## config.mk

```make
export PLATFORM = sky130hd
export DESIGN_NAME = inst_sram_responder
export DESIGN_NICKNAME = d
export VERILOG_FILES = /design/src/rtl/inst_sram_responder_pkg.sv /design/src/rtl/inst_sram_responder_resp_addr_fifo.sv /design/src/rtl/inst_sram_responder.sv
export SDC_FILE = /design/constraint.sdc
export NUM_CORES = 1
export LEC_CHECK = 0
export ABC_AREA = 1
export BUFFER_PORTS_ARGS = -buffer_cell sky130_fd_sc_hd__buf_2
export CORE_UTILIZATION = 49
export DETAILED_ROUTE_END_ITERATION = 8
export GPL_ROUTABILITY_DRIVEN = 0
export HOLD_SLACK_MARGIN = 0.1
export PLACE_DENSITY = 0.8
export SYNTH_ARGS = -nofsm -noshare
export SYNTH_HDL_FRONTEND = slang
export SYNTH_SLANG_ARGS = --single-unit
export TNS_END_PERCENT = 100
```

## constraint.sdc

```tcl
create_clock -name clk -period 2 [get_ports clk]
set_input_delay 0.4 -clock clk [delete_from_list [all_inputs] [get_ports clk]]
set_output_delay 0.4 -clock clk [all_outputs]
set_load 0.02 [all_outputs]
```

## src/rtl/inst_sram_responder_pkg.sv

```systemverilog
// rtl/inst_sram_responder_pkg.sv - shared types and constants for the instruction SRAM responder
package inst_sram_responder_pkg;

   typedef enum logic [1:0] {
      ST_IDLE = 2'd0,
      ST_WAIT = 2'd1,
      ST_RESP = 2'd2
   } resp_state_e;

   localparam logic [15:0] LFSR_SEED          = 16'hACE1;
   localparam int          DEFAULT_DATA_DELAY = 0;

   // Fibonacci LFSR, taps x^16 + x^14 + x^13 + x^11 + 1
   function automatic logic [15:0] lfsr_next(input logic [15:0] s);
      return {s[14:0], s[15] ^ s[13] ^ s[12] ^ s[10]};
   endfunction

endpackage

```

## src/rtl/inst_sram_responder_resp_addr_fifo.sv

```systemverilog
// rtl/inst_sram_responder_resp_addr_fifo.sv - synchronous FIFO holding queued word addresses
module resp_addr_fifo #(
   parameter int DEPTH = 2,
   parameter int WIDTH = 16
) (
   input  logic             clk,
   input  logic             reset,
   input  logic             push,
   input  logic             pop,
   input  logic [WIDTH-1:0] din,
   output logic [WIDTH-1:0] dout,
   output logic             full,
   output logic             empty
);

   localparam int PW = (DEPTH > 1) ? $clog2(DEPTH) : 1;
   localparam int CW = $clog2(DEPTH + 1);

   logic [WIDTH-1:0] mem_q [DEPTH];
   logic [PW-1:0]    wr_q, wr_d, rd_q, rd_d;
   logic [CW-1:0]    cnt_q, cnt_d;
   logic             do_push, do_pop;

   function automatic logic [PW-1:0] ptr_inc(input logic [PW-1:0] p);
      return (p == PW'(DEPTH - 1)) ? '0 : p + 1'b1;
   endfunction

   assign full    = (cnt_q == CW'(DEPTH));
   assign empty   = (cnt_q == '0);
   assign do_push = push && !full;
   assign do_pop  = pop && !empty;
   assign dout    = mem_q[rd_q];

   // next pointers and occupancy; simultaneous push and pop leaves the count unchanged
   always_comb begin
      wr_d  = do_push ? ptr_inc(wr_q) : wr_q;
      rd_d  = do_pop  ? ptr_inc(rd_q) : rd_q;
      cnt_d = cnt_q + CW'(do_push) - CW'(do_pop);
   end

   // pointer and occupancy registers
   always_ff @(posedge clk) begin
      if (reset) begin
         wr_q  <= '0;
         rd_q  <= '0;
         cnt_q <= '0;
      end else begin
         wr_q  <= wr_d;
         rd_q  <= rd_d;
         cnt_q <= cnt_d;
      end
   end

   // storage write; contents need no reset since occupancy gates reads
   always_ff @(posedge clk) begin
      if (do_push) mem_q[wr_q] <= din;
   end

endmodule

```

## src/rtl/inst_sram_responder.sv

```systemverilog
// rtl/inst_sram_responder.sv - in-order instruction SRAM responder; INST_SRAM_RESP_RAND_DELAY_EN adds LFSR delay and back-pressure
module inst_sram_responder
   import inst_sram_responder_pkg::*;
#(
   parameter int OUTSTANDING = 2,
   parameter int DATA_DELAY  = DEFAULT_DATA_DELAY,
   parameter int RAM_AW      = 16
) (
   input  logic              clk,
   input  logic              reset,
   input  logic              inst_sram_req,
   input  logic [31:0]       inst_sram_addr,
   output logic              inst_sram_addr_ok,
   output logic              inst_sram_data_ok,
   output logic [31:0]       inst_sram_rdata,
   output logic              ram_en,
   output logic [RAM_AW-1:0] ram_addr,
   input  logic [31:0]       ram_rdata
);

   resp_state_e       state_q, state_d;
   logic [4:0]        cnt_q, cnt_d;
   logic [4:0]        dly_load;
   logic [31:0]       rdata_q, rdata_d;
   logic              fire;
   logic              fifo_full, fifo_empty;
   logic              bp_mask;
   logic [RAM_AW-1:0] head_addr;
   logic              unused_addr_bits;

   assign unused_addr_bits = ^{inst_sram_addr[31:RAM_AW+2], inst_sram_addr[1:0]};

`ifdef INST_SRAM_RESP_RAND_DELAY_EN
   logic [15:0] lfsr_q, lfsr_d;

   assign lfsr_d   = lfsr_next(lfsr_q);
   assign dly_load = 5'(DATA_DELAY) + {3'b000, lfsr_q[1:0]};
   assign bp_mask  = lfsr_q[15];

   // free-running LFSR providing jitter and back-pressure
   always_ff @(posedge clk) begin
      if (reset) lfsr_q <= LFSR_SEED;
      else       lfsr_q <= lfsr_d;
   end
`else
   assign dly_load = 5'(DATA_DELAY);
   assign bp_mask  = 1'b0;
`endif

   // full comes from registered occupancy only, so no pop-to-addr_ok path
   assign inst_sram_addr_ok = inst_sram_req && !fifo_full && !reset && !bp_mask;

   resp_addr_fifo #(
      .DEPTH (OUTSTANDING),
      .WIDTH (RAM_AW)
   ) u_fifo (
      .clk   (clk),
      .reset (reset),
      .push  (inst_sram_addr_ok),
      .pop   (fire),
      .din   (inst_sram_addr[RAM_AW+1:2]),
      .dout  (head_addr),
      .full  (fifo_full),
      .empty (fifo_empty)
   );

   assign ram_en            = fire && !reset;
   assign ram_addr          = head_addr;
   assign inst_sram_data_ok = (state_q == ST_RESP) && !reset;
   assign inst_sram_rdata   = (state_q == ST_RESP) ? ram_rdata : rdata_q;
   assign rdata_d           = (state_q == ST_RESP) ? ram_rdata : rdata_q;

   // service FSM: IDLE behaves as a WAIT entry so a zero delay reads the head immediately
   always_comb begin
      state_d = state_q;
      cnt_d   = cnt_q;
      fire    = 1'b0;
      case (state_q)
         ST_IDLE: begin
            if (!fifo_empty) begin
               if (dly_load == 5'd0) begin
                  fire    = 1'b1;
                  state_d = ST_RESP;
               end else begin
                  cnt_d   = dly_load - 5'd1;
                  state_d = ST_WAIT;
               end
            end
         end
         ST_WAIT: begin
            if (cnt_q == 5'd0) begin
               fire    = 1'b1;
               state_d = ST_RESP;
            end else begin
               cnt_d = cnt_q - 5'd1;
            end
         end
         ST_RESP: begin
            if (!fifo_empty) begin
               cnt_d   = dly_load;
               state_d = ST_WAIT;
            end else begin
               state_d = ST_IDLE;
            end
         end
         default: state_d = ST_IDLE;
      endcase
   end

   // state, delay counter and held response word
   always_ff @(posedge clk) begin
      if (reset) begin
         state_q <= ST_IDLE;
         cnt_q   <= '0;
         rdata_q <= '0;
      end else begin
         state_q <= state_d;
         cnt_q   <= cnt_d;
         rdata_q <= rdata_d;
      end
   end

endmodule

```

# ---- Word-level counts from Yosys, hierarchy flattened
# Memory sizes are Yosys's and may differ from the RTL's. A register that Yosys moved wholly into a read port is not among the register bits.
# Index checks and enable logic that the tools add are counted.
dict set report totals {
  register_bits 43
  mem_bits_rw 32
  output_inout_bits 51
  elab_cells 51
  memories 1
}
# memory words word_bits rd rd_ports_with_merged_regs write_ports line_no
set memory_table {}
lappend memory_table {u_fifo.mem_q 2 16 1 1 1 inst_sram_responder_resp_addr_fifo.sv:19} ;# logic [WIDTH-1:0] mem_q [DEPTH];
dict set report classes {
  addsub 5
  eq_ne 7
  mux 17
  n_reduce_logical 15
}
# operator count
set ops {}
lappend ops {{$mux 32} 1}
lappend ops {{$mux 5} 2}
lappend ops {{$pmux 5 s2} 1}
lappend ops {{$mux 1} 9}
lappend ops {{$ne 2x2->1 const B} 4}
lappend ops {{$logic_and 1x1->1} 6}
lappend ops {{$pmux 2 s3} 1}
lappend ops {{$logic_not 5->1} 1}
lappend ops {{$sub 5x1->5 const B} 1}
lappend ops {{$eq 2x2->1 const B} 2}
lappend ops {{$logic_not 2->1} 2}
lappend ops {{$mux 2} 2}
lappend ops {{$logic_not 1->1} 3}
lappend ops {{$reduce_and 3->1} 1}
lappend ops {{$add 1x1->1 const B} 2}
lappend ops {{$add 2x1->2} 1}
lappend ops {{$eq 2x1->1 const B} 1}
lappend ops {{$pmux 1 s2} 1}
lappend ops {{$reduce_and 2->1} 1}
lappend ops {{$reduce_bool 2->1} 1}
lappend ops {{$sub 2x1->2} 1}

# ---- Longest topological paths before layout
dict set report logic_depth {
  depth_word 7
  depth_mapped 14
  depth_no_buf 14
}

# ---- By module
# Synthesis repeated with hierarchy kept, for this count alone.
dict set report unflattened {
  cells_unflattened 317
  hier_area_um2 3254.4
}
# mod instances cells_each area_each_um2 seq_area_each_um2
set by_module_without_submodules {}
lappend by_module_without_submodules {inst_sram_responder 1 228 1793.0 780.7}
lappend by_module_without_submodules {resp_addr_fifo 1 89 1461.4 1061.0}

# ---- Worst setup path before layout
# OpenSTA, ideal clock, no wires.
dict set report synth_timing {
  path_kind {reg-to-reg}
  from {register cnt_q[0]}
  to {register u_fifo.cnt_q[1]}
  t_arrival_ps 1692
  required_ps 1879
  path_slack_ps 188
  stages_incl_launch_ff 15
  path_buffers 0
  period_less_slack_ps 1812
  path_cell_list {dfxtp_1 > inv_1 > ha_1 > inv_1 > nor2_1 > nand3_1 > nand2_1 > inv_1 > a21oi_1 > ha_1 > inv_1 > ha_1 > xnor2_1 > o21ai_0 > a21oi_1}
}
dict set report synth_via {
  elab_chain_cells 5
}
# item line_no
set synth_lines {}
lappend synth_lines {{from (decl)} inst_sram_responder.sv:22} ;# logic [4:0] cnt_q, cnt_d;
lappend synth_lines {{from (signal assigned)} inst_sram_responder.sv:118} ;# cnt_q <= cnt_d;
lappend synth_lines {{$logic_not 5->1} inst_sram_responder.sv:91} ;# if (cnt_q == 5'd0) begin
lappend synth_lines {{$mux 1} inst_sram_responder.sv:91}
lappend synth_lines {{$pmux 1 s2} inst_sram_responder.sv:78} ;# case (state_q)
lappend synth_lines {{$logic_and 1x1->1} inst_sram_responder_resp_addr_fifo.sv:31} ;# assign do_pop = pop && !empty;
lappend synth_lines {{via u_fifo.do_pop} inst_sram_responder_resp_addr_fifo.sv:22} ;# logic do_push, do_pop;
lappend synth_lines {{$sub 2x1->2} inst_sram_responder_resp_addr_fifo.sv:38} ;# cnt_d = cnt_q + CW'(do_push) - CW'(do_pop);
lappend synth_lines {{to (signal assigned)} inst_sram_responder_resp_addr_fifo.sv:50} ;# cnt_q <= cnt_d;
lappend synth_lines {{to (decl)} inst_sram_responder_resp_addr_fifo.sv:21} ;# logic [CW-1:0] cnt_q, cnt_d;
# The timed path passes the listed nets, and every way through them passes these cells.
# A chain may end at the register's enable or synchronous reset.

# ---- Worst setup path after layout
# Ends and elaborated chain as after synthesis.

==> results by group <==
Status
  • Status: finished, violations left
  • Failing checks: setup timing

Finish
  • Layout cells sized above 1: a little over half
  • Post-route insts no fill: approximately 500
  • Inserted Diodes: 0
  • Nets@finish: 492
  • Fin area: just over 4000 sq um
  • Fill cells: between 400 and 500
  • Area delta synth->final: 31.1%

Floorplan
  • IO Pins: ~120
  • Core Rows: 28
  • Initial Utilization: roughly half
  • Overall die height: ~82 um
  • Total die area: ~6700 sq um
  • Die Span X: a little over 80 um
  • Core area: approximately 6000 sq um

STA
  • Slew Limit Headroom: between 70% and 80%
  • Tcrit/Tclk final: 100%
  • Final critical-path required period: 2000 ps
  • Final Skew: between 7 and 8 ps
  • Unrepaired setup endpoints after global routing: yes
  • # setup viols final: 1
  • PnR worst setup slack: -1.48 ps
  • Slew Viols, Final: 0
  • Least-Margin Pin Slew: around 310 ps
  • Max frequency: between 400 and 500 MHz
  • Final hold viol count: 0

Worst hold path
  • Worst Hold Class: in -> reg

Global route
  • Largest net degree at the start of global routing: 35
  • Initial antenna violation count: 0
  • Global Route Usage Sum: 19.0%
  • Number of global-route vias before repair: 2089
  • Total gr overflow: 0
  • First-pass GRT wire length: around 9.3 mm

Placement
  • Dpl hpwl: around 4.3 mm
  • Dpl cells: 480
  • Port bufs: roughly 100
  • Placed Area: about 3700 sq um
  • Dpl ws: -20.1 ps

Setup path
  • Crit path DAT: between 2000 and 2500 ps
  • Crit-path max FO: 3
  • Setup crit end kind: register
  • Reg-to-reg setup timing slack: -1 ps
  • CP required: approximately 2300 ps
  • Crit path kind: reg -> reg
  • Crit start category: register

Yosys
  • Sequential fraction of the synthesis area: between 50% and 60%
  • Netlist cell types: 25
  • Post-Syn Area: ~3100 sq um
  • Area leader, netlist: edfxtp_1
  • Synth top area share: about 31%
  • Largest cells by area after synthesis: edfxtp_1 31%, dfxtp_1 28%, or2_2 6.4%
  • Cell count after synthesis: approximately 310
  • Synth Warn #: 0
  • Average cell area after synthesis: 10.2 sq um
  • Syn nets: roughly 380
  • #FFs+latches synth: 76

Clocking
  • CTS H-tree lvls: 3
  • Num CTS Buffers: 9
  • Clk pin slew, worst setup/hold paths: ~70 ps
  • Clock Tree Buf Depth: 2
  • Hold buffer count at cts: 0
  • Clock Latency Late Sink: ~340 ps
  • CTS tree: done
  • Clock sink count: between 70 and 80
  • Root Buffer: clkbuf_8

Drt
  • Final antenna-violating net count: 0
  • Wire length per cell: 13.2 um
  • Via-per-instance ratio: 4.81
  • Routed WL: 6.60 mm
  • Routed vias: about 2400
  • Residual DRC: 0
  • First-pass DRT Iterations: 4
  • 1st-iter DRT viols: between 70 and 80

Power
  • Gate power share: between 40% and 50%
  • Int Pwr: roughly 0.0037 W
  • Pwr per Cell Area: about 1500 nW/um^2
  • Pleak: ~2.1 nW
  • Switching Share: between 30% and 40%
  • Clock power share: between 20% and 30%
  • Seq pwr share: 33.1%
  • Maximum vdd drop: 0.000912 V
  • Sw Pwr: approximately 0.0022 W

Flow run
  • Max cap viols: 0
[sequential cells by signal (all words and copies together) (netlist names), named ones only]
register	flops
state_q	2
u_fifo.mem_q	32
u_fifo.rd_q	1
u_fifo.cnt_q	2
u_fifo.wr_q	1
rdata_q	32
cnt_q	5
[logic make-up (layout without fill, tap and decap cells)]
group | after synthesis | count (layout) | share of synthesized area [%]
AND/OR/NAND/NOR | 106 | 106 | 16.0
flip-flops | 76 | 76 | 58.9
buffers and inverters | 61 | 179 | 8.04
multiplexers | 16 | 16 | 5.76
adder cells (fa/ha/maj) | 4 | 4 | 1.60
XOR/XNOR | 1 | 1 | 0.280
AO/OA/AOI/OAI | 44 | 44 | 9.44
[cells in the final DEF (no fill, tap or decap), types with 2 or more instances in the layout]
master	n
buf_12	2
buf_2	99
nand2_1	13
dfxtp_2	3
inv_1	44
o21ai_2	30
mux2_2	16
bufinv_16	2
dfxtp_1	41
edfxtp_1	32
or2_2	31
inv_2	5
ha_1	3
nor2_2	2
clkinv_1	2
nand3_1	6
nor2_1	47
clkbuf_8	10
buf_4	12
o21ai_1	2
a21oi_1	9
[power groups by stage]
stage	clock network (W)	registers [W]	logic (W)
floorplan	0	0.00198	0.00182
global route	0.00137	0.00202	0.00300
detailed placement	0	0.00201	0.00247
CTS	0.00129	0.00198	0.00252
global placement	0	0.00199	0.00244
finish	0.00126	0.00198	0.00275
[layer usage]
layer	global-route usage (%)	part of all wire, %
met5	0	0
met4	10.5	0.92
met3	6.11	7.8
met2	30.0	48
met1	22.7	44
[synthesized netlist by cell type]
cell	n
a21oi_1	10
clkbuf_4	2
buf_2	5
buf_1	1
ha_1	4
nor2_4	1
dfxtp_1	44
o21ai_0	13
or2_1	1
nor2_1	49
edfxtp_1	32
or2_2	32
nor3b_1	1
clkbuf_1	2
nand2_1	14
nor3_1	1
xnor2_1	1
nand3_1	7
inv_2	1
mux2_2	16
o21ai_2	20
buf_6	1
inv_1	48
o21ai_1	1
clkbuf_2	1
[final timing paths]
check | start | end | cells after the start
worst max-delay path | cnt_q[0] | u_fifo.cnt_q[1] | 14
worst min register to register | cnt_q[1] | cnt_q[1] | 2
worst min-delay path | inst_sram_addr[16] | u_fifo.mem_q[1][14] | 1
worst max register to register | cnt_q[0] | u_fifo.cnt_q[1] | 14
[metrics by stage]
stage / hold slack (ps) / setup TNS, ps / power (W) / util, %
final: 254 / -1.48 / 0.00599 / 68.1
after global routing: 229 / -527 / 0.00638 / 68.1
after CTS: 235 / 0 / 0.00579 / 65.7
after detailed placement: 488 / -20.1 / 0.00448 / 62.0
after floorplan: 465 / 0 / 0.00380 / -
after global placement: 481 / 0 / 0.00444 / 62.0
[final cells by class]
class                           count  area, sq um  share of cell area (%)
Tap cell                           75         93.8                    2.29
Clock buffer                       11          141                    3.45
Sequential cell                    76         1850                    45.0
Inverter                           49          184                    4.48
Timing Repair Buffer              114          651                    15.9
Clock inverter                      5         75.1                    1.83
Multi-Input combinational cell    171         1110                    27.1
[timing repair]
| item | in CTS | in global routing |
|---|---|---|
| buffers inserted | 0 | 4 |
| pin swaps | 0 | 7 |
| cloned | 0 | 1 |
| resized for setup | 15 | 29 |
| setup endpoints to repair | 17 | 34 |
[critical path, cell delays in order (launching register included)]
cell,delay (ps)
dfxtp_2,330
inv_2,60
ha_1,140
inv_1,50
nor2_2,150
nand3_2,80
nand2_2,100
inv_2,60
a21oi_2,120
ha_1,240
inv_1,60
ha_2,190
xnor2_2,120
o21ai_1,110
a21oi_1,110
No activity file was read; power rests on OpenSTA's default activity.
